**src/rtl/btb_update_scheduler_pkg.sv**
```systemverilog
// Shared types for the BTB update path: scheduler states, queued update entry,
// BTB tag width and a saturating counter helper.
package FetchUnitTypes;

  localparam int unsigned BTB_TAG_W = 10;

  typedef enum logic [1:0] {
    ST_IDLE = 2'd0,
    ST_INIT = 2'd1,
    ST_RUN  = 2'd2
  } btb_sched_state_e;

  typedef struct packed {
    logic [31:0] pc;
    logic [31:0] target;
  } btb_upd_t;

  function automatic logic [31:0] sat_inc32(input logic [31:0] v);
    return (v == 32'hFFFF_FFFF) ? v : (v + 32'd1);
  endfunction

endpackage

```
**src/rtl/btb_update_queue.sv**
```systemverilog
// Circular FIFO of pending BTB updates: up to WR_PORTS pushes per cycle packed
// in port order, one pop per cycle. DEPTH must be a power of two, >= 2.
module btb_update_queue
  import FetchUnitTypes::*;
#(
  parameter int unsigned DEPTH    = 4,
  parameter int unsigned WR_PORTS = 2
) (
  input  logic                         clk_i,
  input  logic                         rst_ni,
  input  logic                         flush_i,
  input  logic [WR_PORTS-1:0]          wr_en_i,
  input  btb_upd_t [WR_PORTS-1:0]      wr_data_i,
  input  logic                         rd_en_i,
  output btb_upd_t                     head_o,
  output logic [$clog2(DEPTH+1)-1:0]   count_o
);

  localparam int unsigned PTR_W = $clog2(DEPTH);
  localparam int unsigned CNT_W = $clog2(DEPTH + 1);

  btb_upd_t          mem_q [DEPTH];
  btb_upd_t          mem_d [DEPTH];
  logic [PTR_W-1:0]  wr_ptr_q, wr_ptr_d;
  logic [PTR_W-1:0]  rd_ptr_q, rd_ptr_d;
  logic [CNT_W-1:0]  count_q, count_d;
  logic [CNT_W-1:0]  n_wr_s;
  logic              deq_s;

  // Pack the enabled write ports into consecutive slots after the tail.
  always_comb begin
    mem_d  = mem_q;
    n_wr_s = '0;
    for (int p = 0; p < WR_PORTS; p++) begin
      if (wr_en_i[p]) begin
        mem_d[wr_ptr_q + PTR_W'(n_wr_s)] = wr_data_i[p];
        n_wr_s = n_wr_s + CNT_W'(1);
      end else begin
        n_wr_s = n_wr_s;
      end
    end
  end

  assign deq_s    = rd_en_i && (count_q != '0);
  assign wr_ptr_d = wr_ptr_q + PTR_W'(n_wr_s);
  assign rd_ptr_d = rd_ptr_q + PTR_W'(deq_s);
  assign count_d  = count_q + n_wr_s - CNT_W'(deq_s);

  // Queue state update; flush only rewinds pointers, stale data is unreachable.
  always_ff @(posedge clk_i) begin
    if (!rst_ni) begin
      wr_ptr_q <= '0;
      rd_ptr_q <= '0;
      count_q  <= '0;
      for (int i = 0; i < DEPTH; i++) begin
        mem_q[i] <= '0;
      end
    end else if (flush_i) begin
      wr_ptr_q <= '0;
      rd_ptr_q <= '0;
      count_q  <= '0;
    end else begin
      wr_ptr_q <= wr_ptr_d;
      rd_ptr_q <= rd_ptr_d;
      count_q  <= count_d;
      mem_q    <= mem_d;
    end
  end

  assign head_o  = mem_q[rd_ptr_q];
  assign count_o = count_q;

endmodule

```
**src/rtl/btb_update_scheduler.sv**
```systemverilog
// Schedules BTB writes: an init sweep clearing every entry, then taken-branch
// updates drained through a queue around BTB reads. Optional: BTB_UPDATE_STATS_EN.
module btb_update_scheduler
  import FetchUnitTypes::*;
#(
  parameter int unsigned BR_PORTS    = 2,
  parameter int unsigned QUEUE_DEPTH = 4,
  parameter int unsigned BTB_ENTRIES = 512
) (
  input  logic                              clk,
  input  logic                              rst,
  input  logic                              rstStart,
  input  logic [BR_PORTS-1:0]               brValid,
  input  logic [BR_PORTS-1:0]               brTaken,
  input  logic [BR_PORTS-1:0][31:0]         brPC,
  input  logic [BR_PORTS-1:0][31:0]         brTarget,
  output logic                              brReady,
  input  logic                              rdReq,
  output logic                              btbWE,
  output logic [$clog2(BTB_ENTRIES)-1:0]    btbWIndex,
  output logic [BTB_TAG_W-1:0]              btbWTag,
  output logic [31:0]                       btbWData,
  output logic                              btbWValid,
  output logic                              initBusy
`ifdef BTB_UPDATE_STATS_EN
  ,
  output logic [31:0]                       updCount,
  output logic [31:0]                       deferCount
`endif
);

  localparam int unsigned IDX_W = $clog2(BTB_ENTRIES);
  localparam int unsigned CNT_W = $clog2(QUEUE_DEPTH + 1);
  localparam logic [IDX_W-1:0] INIT_LAST = IDX_W'(BTB_ENTRIES - 1);
  localparam logic [CNT_W-1:0] READY_MAX = CNT_W'(QUEUE_DEPTH - BR_PORTS);

  btb_sched_state_e       state_q;
  logic [IDX_W-1:0]       init_cnt_q;
  btb_upd_t               head_s;
  logic [CNT_W-1:0]       count_s;
  logic [BR_PORTS-1:0]    enq_en_s;
  btb_upd_t [BR_PORTS-1:0] enq_data_s;
  logic                   run_wr_s;
  logic                   defer_s;

  // Scheduler FSM and init sweep counter; rstStart restarts the sweep anywhere.
  always_ff @(posedge clk) begin
    if (!rst) begin
      state_q    <= ST_IDLE;
      init_cnt_q <= '0;
    end else if (rstStart) begin
      state_q    <= ST_INIT;
      init_cnt_q <= '0;
    end else begin
      case (state_q)
        ST_IDLE: state_q <= ST_IDLE;
        ST_INIT: begin
          if (init_cnt_q == INIT_LAST) begin
            state_q    <= ST_RUN;
            init_cnt_q <= '0;
          end else begin
            init_cnt_q <= init_cnt_q + IDX_W'(1);
          end
        end
        ST_RUN:  state_q <= ST_RUN;
        default: begin
          state_q    <= ST_IDLE;
          init_cnt_q <= '0;
        end
      endcase
    end
  end

  assign brReady  = (state_q == ST_RUN) && (count_s <= READY_MAX);
  assign initBusy = (state_q == ST_INIT);

  // Accept only a whole group, and never in the cycle the queue is being flushed.
  always_comb begin
    for (int p = 0; p < BR_PORTS; p++) begin
      enq_en_s[p]          = brReady && !rstStart && brValid[p] && brTaken[p];
      enq_data_s[p].pc     = brPC[p];
      enq_data_s[p].target = brTarget[p];
    end
  end

  btb_update_queue #(
    .DEPTH    (QUEUE_DEPTH),
    .WR_PORTS (BR_PORTS)
  ) u_queue (
    .clk_i     (clk),
    .rst_ni    (rst),
    .flush_i   (rstStart),
    .wr_en_i   (enq_en_s),
    .wr_data_i (enq_data_s),
    .rd_en_i   (run_wr_s),
    .head_o    (head_s),
    .count_o   (count_s)
  );

  assign run_wr_s = (state_q == ST_RUN) && !rstStart && (count_s != '0) && !rdReq;
  assign defer_s  = (state_q == ST_RUN) && !rstStart && (count_s != '0) && rdReq;

  // Write port mux: sweep clears entries, run mode writes the queue head.
  always_comb begin
    btbWE     = 1'b0;
    btbWIndex = '0;
    btbWTag   = '0;
    btbWData  = 32'd0;
    btbWValid = 1'b0;
    case (state_q)
      ST_INIT: begin
        btbWE     = 1'b1;
        btbWIndex = init_cnt_q;
      end
      ST_RUN: begin
        if (run_wr_s) begin
          btbWE     = 1'b1;
          btbWValid = 1'b1;
          btbWIndex = head_s.pc[IDX_W+1:2];
          btbWTag   = head_s.pc[IDX_W+BTB_TAG_W+1:IDX_W+2];
          btbWData  = head_s.target;
        end else begin
          btbWE     = 1'b0;
        end
      end
      default: btbWE = 1'b0;
    endcase
  end

`ifdef BTB_UPDATE_STATS_EN
  logic [31:0] upd_cnt_q;
  logic [31:0] defer_cnt_q;

  // Saturating activity counters, cleared whenever the sweep restarts.
  always_ff @(posedge clk) begin
    if (!rst || rstStart) begin
      upd_cnt_q   <= 32'd0;
      defer_cnt_q <= 32'd0;
    end else begin
      if (run_wr_s) begin
        upd_cnt_q <= sat_inc32(upd_cnt_q);
      end
      if (defer_s) begin
        defer_cnt_q <= sat_inc32(defer_cnt_q);
      end
    end
  end

  assign updCount   = upd_cnt_q;
  assign deferCount = defer_cnt_q;
`else
  logic unused_defer_s;
  assign unused_defer_s = defer_s;
`endif

endmodule

```
**config.mk**
```make
export PLATFORM = sky130hd
export DESIGN_NAME = btb_update_scheduler
export DESIGN_NICKNAME = d
export VERILOG_FILES = /design/src/rtl/btb_update_scheduler_pkg.sv /design/src/rtl/btb_update_queue.sv /design/src/rtl/btb_update_scheduler.sv
export SDC_FILE = /design/constraint.sdc
export NUM_CORES = 1
export LEC_CHECK = 0
export CORE_MARGIN = 4
export CORE_UTILIZATION = 63
export CTS_BUF_LIST = sky130_fd_sc_hd__clkbuf_8
export CTS_CLUSTER_DIAMETER = 120
export DETAILED_ROUTE_END_ITERATION = 8
export GPL_TIMING_DRIVEN = 1
export PLACE_DENSITY = 0.95
export SETUP_SLACK_MARGIN = 0.2
export SYNTH_ARGS = -nofsm -noshare
export SYNTH_HDL_FRONTEND = slang
export SYNTH_SLANG_ARGS = --single-unit
export TNS_END_PERCENT = 30
```
**constraint.sdc**
```tcl
create_clock -name clk -period 7.9 [get_ports clk]
set_input_delay 1.58 -clock clk [delete_from_list [all_inputs] [get_ports clk]]
set_output_delay 1.58 -clock clk [all_outputs]
set_load 0.05 [all_outputs]
```
==> impl_metrics.toml <==
[worst_setup_path]
reg2reg_slack_ns = 3.73
r2r-start = "state_q[0]"
cp.arrival_ns = 4.01
startpoint_type = "input pin"
r2r_end = "u_queue.mem_q[180]"
worst-setup-path-type = "in2out"
cp.required_ns = 6.32
endpoint_kind = "primary output"
critical_path.startpoint = "rstStart"
reg2reg_depth = 11
crit_fanout = 21

[detailed_routing]
wl_per_cell_um = 24.2
ant_nets = 0
drt-total-wl_mm = 49.4
drt_iter0_drc = 2823
viasPerCell = 7.68
vias = 15681
dr.pass1.iters = 9
remaining_drc_errors = 0

[synthesis]
synth.net_count = 1811
yosysSeqAreaShare_pct = 29.7
synth_mux_area_share_pct = 7.74
ys_top_cells_by_area = "dfxtp_1 (30%), o211ai_2 (12%), o2111ai_1 (11%), mux4_2 (7.7%), a21oi_1 (6.9%)"
syn_inst = 1662
ys_warn_count = 0
synthFlopType = "dfxtp_1"
synth_top_family_by_area = "compound AO/OA/AOI/OAI gates"
async_reset_ff_share_pct = 0
synth_cell_types = 49
yosys.area_share.xor_xnor_pct = 0.995
yosys.area_share.simple_pct = 10.7
netlist_area_sq_um = 15000
yosys.area_share.adder_pct = 1.14
syn_avg_cell_area_sq_um = 9.00
synth_area_leader_cell = "dfxtp_1"
netlist.area_leader.share_pct = 29.7
ys_ff_latch = 222
synth-edff-count = 0
synth_compound_area_share_pct = 42.0

[grt]
grt_pass1_wl_mm = 77.8
track_usage_pct = 35.8
antenna_found_initial = 6
grt_pass1_vias = 15254
grt_start_max_net_pins = 220
grt-ovfl-total = 0

[cells_and_area]
fill_cells = 1655
final_cell_count_no_fill = 2043
nets = 1845
final_common_cell = "dfxtp_1"
final_area_sq_um = 17000
finalCoreUtilization_pct = 72.8
final_cell_mix = "dfxtp_1 (220), nand2_1 (208), a21oi_1 (207)"
drive_above_1_share_pct = 18.8
syn_to_final_growth_pct = 13.8

[cts]
clkLatencyLatePin_ns = 0.56
cts.sinks = 222
cts_buffers = 40
cts_setup_buffers = 0
root_buffer = "clkbuf_8"
cts_tree = "yes"
post_cts_resize_count = 0
cts.clk_slew.worst_paths_ns = 0.06
hold_buffers = 0
cts_max_level = 2
cts_max_path_buffers = 3

[sta]
max_freq_mhz = 179
fin_skew_ns = 0.0188
worst_slack_ns = 2.31
rsz0062_at_grt = "false"
report.final.slew_viol_count = 0
fin_crit_ns = 5.59
hold_slack_ns = 0.491
slew_headroom_pct = 6.90
setup_viol = 0
post-route-period-util_pct = 70.7
worst_slew_pin_slew_ns = 1.40
final-hold-violation-count = 0
tns_ns = 0

[outcome]
status = "complete, no violations"

[power_and_ir_drop]
total_leakage_power_nw = 5.38
cellPowerDensity_nw_per_um2 = 145
peakVddDrop_v = 0.000122
total_power_mw = 2.47

[floorplan]
initial_utilization_pct = 63.9
core_area_sq_um = 23400
die_y_um = 162
ios = 191
die_area_sq_um = 26300
die_x_um = 162
fp-row-count = 56

[job]
maxCapViolations = 0

[placed_design]
dp_cells = 1973
place.gp.congestion = 0.901
dpl_worst_slack_ns = 2.32
port_buffers = 164
dpl.hpwl_mm = 26.9
post_dp_cell_area_sq_um = 16200

[min_path]
holdCritPathClass = "reg2reg"
holdPathStages = 2
hp-start = "u_queue.mem_q[81]"
min_to = "u_queue.mem_q[81]"
## how the worst max path moves through the flow
stage / to / slack, ns / cells after the start
after floorplan: btbWValid / 2.95 / 2
after global placement: btbWIndex[0] / 2.42 / 6
after detailed placement: btbWData[5] / 2.32 / 5
after CTS: btbWData[31] / 2.32 / 5
after global routing: btbWIndex[8] / 2.14 / 6
final: btbWIndex[7] / 2.31 / 6
## routing by layer
layer	GRT usage, %	up-vias	share of wire (%)
met5	0	-	0.089
met4	20.1	6	5.0
met3	8.65	294	13
met2	55.4	1305	46
met1	46.1	7423	36
li1	-	6653	-
## state kept, by name, indices dropped and copies added, names as in the netlist
name              count
init_cnt_q            9
u_queue.rd_ptr_q      2
u_queue.mem_q       204
u_queue.count_o       3
u_queue.wr_ptr_q      2
state_q               2
## cells by family after synthesis
logic type                 count (synthesis)
AOI/OAI and AO/OA                        834
and+or+nand+nor                          318
DFF                                      222
buffers and inverters                    209
muxes                                     52
xor gates and xnor gates                  14
adders and majority gates                 13
## worst max-delay path, cell delays in order
cell and delay, ns:
clkdlybuf4s50_1 0.64, nor4b_4 0.38, buf_4 0.31, a22oi_1 0.11, nor2b_1 0.15, clkdlybuf4s50_1 0.83
## report_power, final
group / switching, mW / internal [mW]
Combinational: 0.139 / 0.0735
Sequential: 0.00237 / 1.12
Clock: 0.502 / 0.627
Total: 0.643 / 1.82
## Yosys cell counts, types with 9 or more instances
library cell  count
a21oi_1         207
a22oi_1           9
and2_1           47
buf_2            34
buf_4            11
buf_6            38
clkbuf_1        114
dfxtp_1         222
ha_1             12
mux4_2           51
nand2_1         208
nor2_1           15
nor2b_1          13
o2111ai_1       195
o2111ai_2         9
o211ai_1         55
o211ai_2        149
o21ai_0         204
## cell type report
class / instances / area (sq um) / share of cell area, %
diodes: 3 / 7.51 / 0.0441
clock buffers: 53 / 729 / 4.28
clock inverters: 14 / 83.8 / 0.492
inverters: 9 / 33.8 / 0.198
multi-input cells: 1231 / 9450 / 55.5
flip-flops and latches: 222 / 4450 / 26.1
well taps: 319 / 399 / 2.34
repair buffers: 192 / 1880 / 11.0
Power figures use the tool's default switching activity.
